===== src/rtl/hazard_scoreboard_pkg.sv =====
// -----------------------------------------------------------------------------
// hazard_scoreboard_pkg
// Shared processor constants for the decode-stage hazard scoreboard:
//   - NUM_REGS / REG_W : register file size and register-number width
//   - CNT_W            : width of each per-register pending-write countdown
//   - halt_state_t     : halt FSM encoding (RUN=0, DRAIN=1, HALTED=2)
//   - LAT_ALU/LAT_LOAD : countdown value loaded when a producer issues
// Optional feature macro: HAZARD_SCOREBOARD_FORWARD_EN
//   defined   -> EX/MEM forwarding exists: ALU results never stall (LAT_ALU=0),
//                a load stalls its consumer for one cycle (LAT_LOAD=1).
//   undefined -> no forwarding: every producer blocks until write-back (2).
// -----------------------------------------------------------------------------
package hazard_scoreboard_pkg;

    localparam int NUM_REGS = 8;
    localparam int REG_W    = 3;
    localparam int CNT_W    = 2;

    typedef enum logic [1:0] {
        RUN    = 2'd0,
        DRAIN  = 2'd1,
        HALTED = 2'd2
    } halt_state_t;

    // The register file is write-before-read, so a producer issued at t is
    // readable by decode at t+3; two cycles of blocking cover t+1 and t+2.
`ifdef HAZARD_SCOREBOARD_FORWARD_EN
    localparam logic [CNT_W-1:0] LAT_ALU  = 2'd0;
    localparam logic [CNT_W-1:0] LAT_LOAD = 2'd1;
`else
    localparam logic [CNT_W-1:0] LAT_ALU  = 2'd2;
    localparam logic [CNT_W-1:0] LAT_LOAD = 2'd2;
`endif

endpackage


===== src/rtl/hazard_scoreboard_sb_counter.sv =====
// -----------------------------------------------------------------------------
// sb_counter
// One scoreboard entry: a countdown of cycles until the pending write to this
// register becomes visible to decode.
// Ports:
//   clk, rst  : clock, asynchronous active-high reset (clears the count)
//   load      : a producer for this register issues this cycle
//   load_val  : countdown value to load (producer latency)
//   busy      : count is nonzero, i.e. a write is still pending
// A load wins over the decrement in the same cycle, so a re-issue always
// restarts the full latency rather than releasing early.
// -----------------------------------------------------------------------------
module sb_counter
    import hazard_scoreboard_pkg::*;
(
    input  logic             clk,
    input  logic             rst,
    input  logic             load,
    input  logic [CNT_W-1:0] load_val,
    output logic             busy
);

    logic [CNT_W-1:0] cnt_q;
    logic [CNT_W-1:0] cnt_d;

    always_comb begin
        cnt_d = cnt_q;
        if (load) begin
            cnt_d = load_val;
        end else if (cnt_q != '0) begin
            cnt_d = cnt_q - 2'd1;
        end
    end

    always_ff @(posedge clk or posedge rst) begin
        if (rst) begin
            cnt_q <= '0;
        end else begin
            cnt_q <= cnt_d;
        end
    end

    assign busy = (cnt_q != '0);

endmodule


===== src/rtl/hazard_scoreboard.sv =====
// -----------------------------------------------------------------------------
// hazard_scoreboard
// Decode-stage RAW hazard detector and HALT drain controller for an in-order
// pipeline. Each register has a countdown of cycles until its pending write
// is visible; a decode instruction that reads a busy register stalls.
// Optional feature macro: HAZARD_SCOREBOARD_FORWARD_EN (selects latencies in
// hazard_scoreboard_pkg).
// Ports:
//   clk, rst                  : clock (rising edge), async active-high reset
//   id_valid, id_kill         : decode holds a live instruction (kill squashes)
//   id_readReg1/2, id_useReg1/2 : source registers and whether each is read
//   id_regWrite, id_writeRegSel : destination write enable / register
//   id_memRead                : instruction is a load (selects LAT_LOAD)
//   id_halt                   : instruction is HALT
//   stall                     : freeze PC and IF/ID, bubble into ID/EX
//   halted                    : pipeline drained after HALT (held until reset)
//   busy                      : bit r set while register r has a pending write
//   dbg_state                 : current halt FSM state, for observation
// -----------------------------------------------------------------------------
module hazard_scoreboard
    import hazard_scoreboard_pkg::*;
(
    input  logic                clk,
    input  logic                rst,
    input  logic                id_valid,
    input  logic                id_kill,
    input  logic [REG_W-1:0]    id_readReg1,
    input  logic [REG_W-1:0]    id_readReg2,
    input  logic                id_useReg1,
    input  logic                id_useReg2,
    input  logic                id_regWrite,
    input  logic [REG_W-1:0]    id_writeRegSel,
    input  logic                id_memRead,
    input  logic                id_halt,
    output logic                stall,
    output logic                halted,
    output logic [NUM_REGS-1:0] busy,
    output halt_state_t         dbg_state
);

    halt_state_t         state_q, state_d;
    logic [1:0]          drain_q, drain_d;
    logic                halted_q, halted_d;

    logic                id_live;
    logic                raw_hazard;
    logic                stall_w;
    logic                issue;
    logic [CNT_W-1:0]    lat_sel;
    logic [NUM_REGS-1:0] load_vec;
    logic [NUM_REGS-1:0] busy_w;

    // Killed or invalid decode slots contribute neither stalls nor loads.
    assign id_live    = id_valid & ~id_kill;
    // Only entries already pending count: an instruction reading its own
    // destination does not see the load it is about to make.
    assign raw_hazard = (id_useReg1 & busy_w[id_readReg1]) |
                        (id_useReg2 & busy_w[id_readReg2]);
    assign stall_w    = (state_q != RUN) | (id_live & raw_hazard);
    assign issue      = id_live & ~stall_w & (state_q == RUN);
    assign lat_sel    = id_memRead ? LAT_LOAD : LAT_ALU;

    always_comb begin
        load_vec = '0;
        if (issue && id_regWrite) begin
            load_vec[id_writeRegSel] = 1'b1;
        end
    end

    for (genvar gi = 0; gi < NUM_REGS; gi++) begin : g_entry
        sb_counter u_sb_counter (
            .clk      (clk),
            .rst      (rst),
            .load     (load_vec[gi]),
            .load_val (lat_sel),
            .busy     (busy_w[gi])
        );
    end

    // Halt FSM: after HALT issues, wait at least three cycles (drain counter)
    // and until no write is pending, then hold HALTED until reset.
    always_comb begin
        state_d = state_q;
        drain_d = drain_q;
        case (state_q)
            RUN: begin
                if (issue && id_halt) begin
                    state_d = DRAIN;
                    drain_d = 2'd3;
                end
            end
            DRAIN: begin
                if (drain_q != 2'd0) begin
                    drain_d = drain_q - 2'd1;
                end
                // A counter that already expired keeps waiting on busy alone.
                if ((drain_q == 2'd1 || drain_q == 2'd0) && busy_w == '0) begin
                    state_d = HALTED;
                end
            end
            HALTED: begin
                state_d = HALTED;
            end
            default: begin
                state_d = RUN;
            end
        endcase
        halted_d = (state_d == HALTED);
    end

    always_ff @(posedge clk or posedge rst) begin
        if (rst) begin
            state_q  <= RUN;
            drain_q  <= 2'd0;
            halted_q <= 1'b0;
        end else begin
            state_q  <= state_d;
            drain_q  <= drain_d;
            halted_q <= halted_d;
        end
    end

    assign stall     = stall_w;
    assign halted    = halted_q;
    assign busy      = busy_w;
    assign dbg_state = state_q;

endmodule


===== config.mk =====
export PLATFORM = sky130hd
export DESIGN_NAME = hazard_scoreboard
export DESIGN_NICKNAME = d
export VERILOG_FILES = /design/src/rtl/hazard_scoreboard_pkg.sv /design/src/rtl/hazard_scoreboard_sb_counter.sv /design/src/rtl/hazard_scoreboard.sv
export SDC_FILE = /design/constraint.sdc
export NUM_CORES = 1
export LEC_CHECK = 0
export BUFFER_PORTS_ARGS = -buffer_cell sky130_fd_sc_hd__clkbuf_2
export CORE_UTILIZATION = 50
export DETAILED_ROUTE_END_ITERATION = 16
export GPL_TIMING_DRIVEN = 0
export PLACE_DENSITY = 0.82
export REMOVE_ABC_BUFFERS = 1
export SETUP_SLACK_MARGIN = 0.4
export SYNTH_ARGS = -nofsm -noshare
export SYNTH_HDL_FRONTEND = slang
export SYNTH_SLANG_ARGS = --single-unit

===== constraint.sdc =====
create_clock -name clk -period 4.18 [get_ports clk]
set_clock_uncertainty 0.1 [all_clocks]
set_input_delay 0.209 -clock clk [delete_from_list [all_inputs] [get_ports clk]]
set_output_delay 0.209 -clock clk [all_outputs]
set_load 0.005 [all_outputs]

==> run summary <==
TIMING
------------------------------------------------------------------------------------
Clock period minus worst slack                                              2.571 ns
Final total negative setup slack                                                0 ns
Relative slew slack                                                           0.4567
Final clock period utilization by the worst path                              0.6151
Highest Clock Rate                                                        0.3889 GHz
Unrepaired setup endpoints after global routing                                false
Hold violation count in the final report                                           0
Setup violation total in the final timing report                                   0
Slew at the pin with the worst max-slew slack                              0.8141 ns
Final number of max-transition violations                                          0

ROUTING
------------------------------------------------------------------------------------
Number of DRC violations after detailed routing                                    0
Mean number of vias per cell                                                   5.549
Total vias in the final route                                                   1132
Detailed-route wire length                                                  2.911 mm
Detailed Routing Iterations Pass 1                                                 4
Routed length per instance                                                  14.27 um
Final ANT Viol Nets                                                                0
First-iteration detailed-routing DRC count                                        17

POWER AND IR DROP
------------------------------------------------------------------------------------
Power density over the cells                                            713.6 nW/um2
Net switching power                                                      0.0004606 W
Combinational share of power                                                   0.602
Largest voltage drop on the vdd net                                        0.3985 mV
Power Internal                                                           0.0006992 W
Leakage                                                                    0.8684 nW
Fraction of power consumed by sequential logic                                 0.313
Switching part of the total                                                   0.3971
Clock group share of total power                                               0.085

GRT
------------------------------------------------------------------------------------
Antenna violations before repair                                                   0
Sum of overflow across all layers after global routing                             0
Wire length of the first global-routing pass                                4.933 mm
Maximum number of pins on one net before global-route repair                      22
Number of global-route vias before repair                                       1188
Global-route usage over all layers                                            0.2006

CTS
------------------------------------------------------------------------------------
Clock buffers created by TritonCTS                                                 3
Post-CTS Resized                                                                   0
Clock sink total                                                                  21
Number of buffers on the longest clock path                                        2
Cell at the root of the clock tree                                          clkbuf_4
Clock Pin Slew Worst Setup and Hold Paths                                    0.11 ns
Buffers inserted by post-CTS timing repair                                         0
Clock insertion delay at the later pin of the skew report                    0.31 ns
Clock tree from TritonCTS                                                       done
Number of H-tree branching levels                                                  1

DIE
------------------------------------------------------------------------------------
Standard-cell rows                                                                19
Chip Width                                                                  56.57 um
Die Ht                                                                      56.57 um
Area of the die                                                             3200 um2
Area of the placeable core                                                  2781 um2
Starting density of the core                                                  0.5353
# IOs                                                                             30

YOSYS
------------------------------------------------------------------------------------
Number of warnings reported in the yosys synthesis log                             0
Post-Synthesis Mean Instance Area                                          9.860 um2
Synth cell count leaders                                                32 x inv_1, 21 x dfrtp_1, 10 x ha_1, 8 x buf_4, 8 x mux2_2
EDFF count, synth                                                                  0
Sequential cell area fraction in the yosys report                             0.3529
Cell with the most instances after synthesis                                   inv_1
Synth unique cells                                                                42
Cell taking the most area after synthesis                                    dfrtp_1
Number of cells produced by synthesis                                            151
Share of flip-flops with an asynchronous set or reset after synthesis          1.000
Area share of the largest cell type after synthesis                           0.3529
Post-synth top flop                                                          dfrtp_1
Dominant cells by area after synthesis                                  dfrtp_1 35%, ha_1 8.4%, inv_1 8.1%
Cell area after synthesis                                                   1489 um2
FF+latch count, synth                                                             21

FINISH
------------------------------------------------------------------------------------
Antenna Diode Count                                                                0
Multi-input gate area                                                      764.5 um2
Net count of the finished layout                                                 202
Final-layout fill cell count                                                     243
Layout overhead on the synthesized area                                       9.160%
Layout cells sized above 1                                                    0.2890
Sequential cell area                                                       525.5 um2
Area of all placed cells without fillers                                    1625 um2

RUN
------------------------------------------------------------------------------------
Count of maximum capacitance violations                                            0

HOLD PATH
------------------------------------------------------------------------------------
Worst min-delay path class                                              primary input to flip-flop

SETUP PATH
------------------------------------------------------------------------------------
Crit end category                                                       primary output
Category of the most critical setup path                                flip-flop to primary output
Type of element launching the critical path                                flip-flop
Arrival time at the worst endpoint                                           2.26 ns
Highest fanout seen on the critical path                                           7
Data required time at the worst endpoint                                     3.87 ns

STATUS
------------------------------------------------------------------------------------
Outcome                                                                 finished, final reports clean

PLACEMENT
------------------------------------------------------------------------------------
Input/output buffers                                                              28
Gp weighted congestion                                                        0.7839
Placed cell areas                                                           1589 um2
Hpwl dp                                                                     2.304 mm

-- per-layer routing --
metal,wire [um],vias up,GRT usage
li1,-,557,-
met1,1218,549,0.2262
met5,0,-,0
met4,53,0,0.09756
met2,1552,18,0.3597
met3,87,8,0.03687
-- per-stage QoR --
stage | hold slack (ns) | power [W] | std cells | worst slack (ns) | utilization
final | 0.08166 | 0.001160 | 204 | 1.609 | 0.5843
after global routing | 0.09097 | 0.001281 | 204 | 1.449 | 0.5843
after CTS | 0.07372 | 0.001172 | 204 | 1.587 | 0.5843
after detailed placement | 0.2781 | 0.001072 | 199 | 1.804 | 0.5713
after global placement | 0.2678 | 0.001009 | 199 | 1.864 | 0.5713
after floorplan | 0.08553 | 0.0008926 | 140 | 1.976 | -
-- power by group through the flow --
stage	combinational [W]	sequential, W	clock [W]
5_1_grt	0.000797	0.000375	0.000109
2_1_floorplan	0.000537	0.000355	0
3_5_place_dp	0.000704	0.000368	0
4_1_cts	0.000709	0.000363	0.000100
3_3_place_gp	0.000649	0.000361	0
6_report	0.000698	0.000363	0.0000986
-- final timing paths --
kind                                                         startpoint                                      endpoint  slack (ns)  cells past startpoint
min in group asynchronous                                           rst                        drain_q[1]$_DFFE_PP0P_        0.47                      3
hold reg to reg            g_entry[5].u_sb_counter.cnt_q[1]$_DFFE_PP0P_  g_entry[5].u_sb_counter.cnt_q[1]$_DFFE_PP0P_        0.42                      2
setup / recovery           g_entry[1].u_sb_counter.cnt_q[0]$_DFFE_PP0P_                                         stall        1.61                      7
hold / removal                                        id_writeRegSel[0]  g_entry[7].u_sb_counter.cnt_q[0]$_DFFE_PP0P_        0.08                      2
max in group asynchronous                                           rst  g_entry[2].u_sb_counter.cnt_q[0]$_DFFE_PP0P_        3.01                      3
setup reg to reg           g_entry[1].u_sb_counter.cnt_q[0]$_DFFE_PP0P_  g_entry[7].u_sb_counter.cnt_q[1]$_DFFE_PP0P_        1.80                      6
-- what timing repair did --
item	CTS	global route
endpoints found under the hold margin	21	0
hold buffers	1	0
setup endpoints to repair	0	0
-- state kept, by name, summed over array words and instances, names as in the netlist --
name	cells
halted	1
dbg_state	2
g_entry.u_sb_counter.cnt_q	16
drain_q	2
-- worst max-delay path, cell delays in order (launching register included) --
cell	delay (ns)
dfrtp_1	0.38
inv_1	0.05
ha_1	0.29
mux2_2	0.29
mux4_2	0.52
o22ai_1	0.18
a211o_1	0.13
clkbuf_2	0.10
-- cell families after synthesis --
kind of cell	count (synthesis)	share of synthesized area
buf+inv	43	0.1336
compound gates	32	0.1689
flops	21	0.3529
simple gates	20	0.07479
mux	17	0.1387
fa+ha+maj	10	0.08403
xor+xnor	8	0.04706
-- cells in the final DEF, fill, tap and decap left out, types with 2 or more instances in the layout --
| master | count |
|---|---|
| o21a_1 | 2 |
| mux4_2 | 2 |
| a31o_2 | 2 |
| clkbuf_4 | 3 |
| a21o_2 | 2 |
| nor2_1 | 4 |
| inv_1 | 32 |
| a31oi_1 | 3 |
| a21oi_1 | 5 |
| clkbuf_2 | 28 |
| o21ai_0 | 5 |
| xor2_1 | 6 |
| mux2i_1 | 6 |
| xnor2_1 | 2 |
| dfrtp_1 | 21 |
| nand4_1 | 2 |
| nor2b_1 | 2 |
| ha_1 | 10 |
| mux2_2 | 8 |
| and2_1 | 2 |
| nand2_1 | 4 |
-- final cells by class --
type                            count  area share
Sequential cell                    21      0.3233
Clock buffer                        4     0.01617
Tap cell                           31     0.02386
Timing Repair Buffer               29     0.09238
Inverter                           32     0.07390
Multi-Input combinational cell     87      0.4704
No activity file was read; power rests on OpenSTA's default activity.
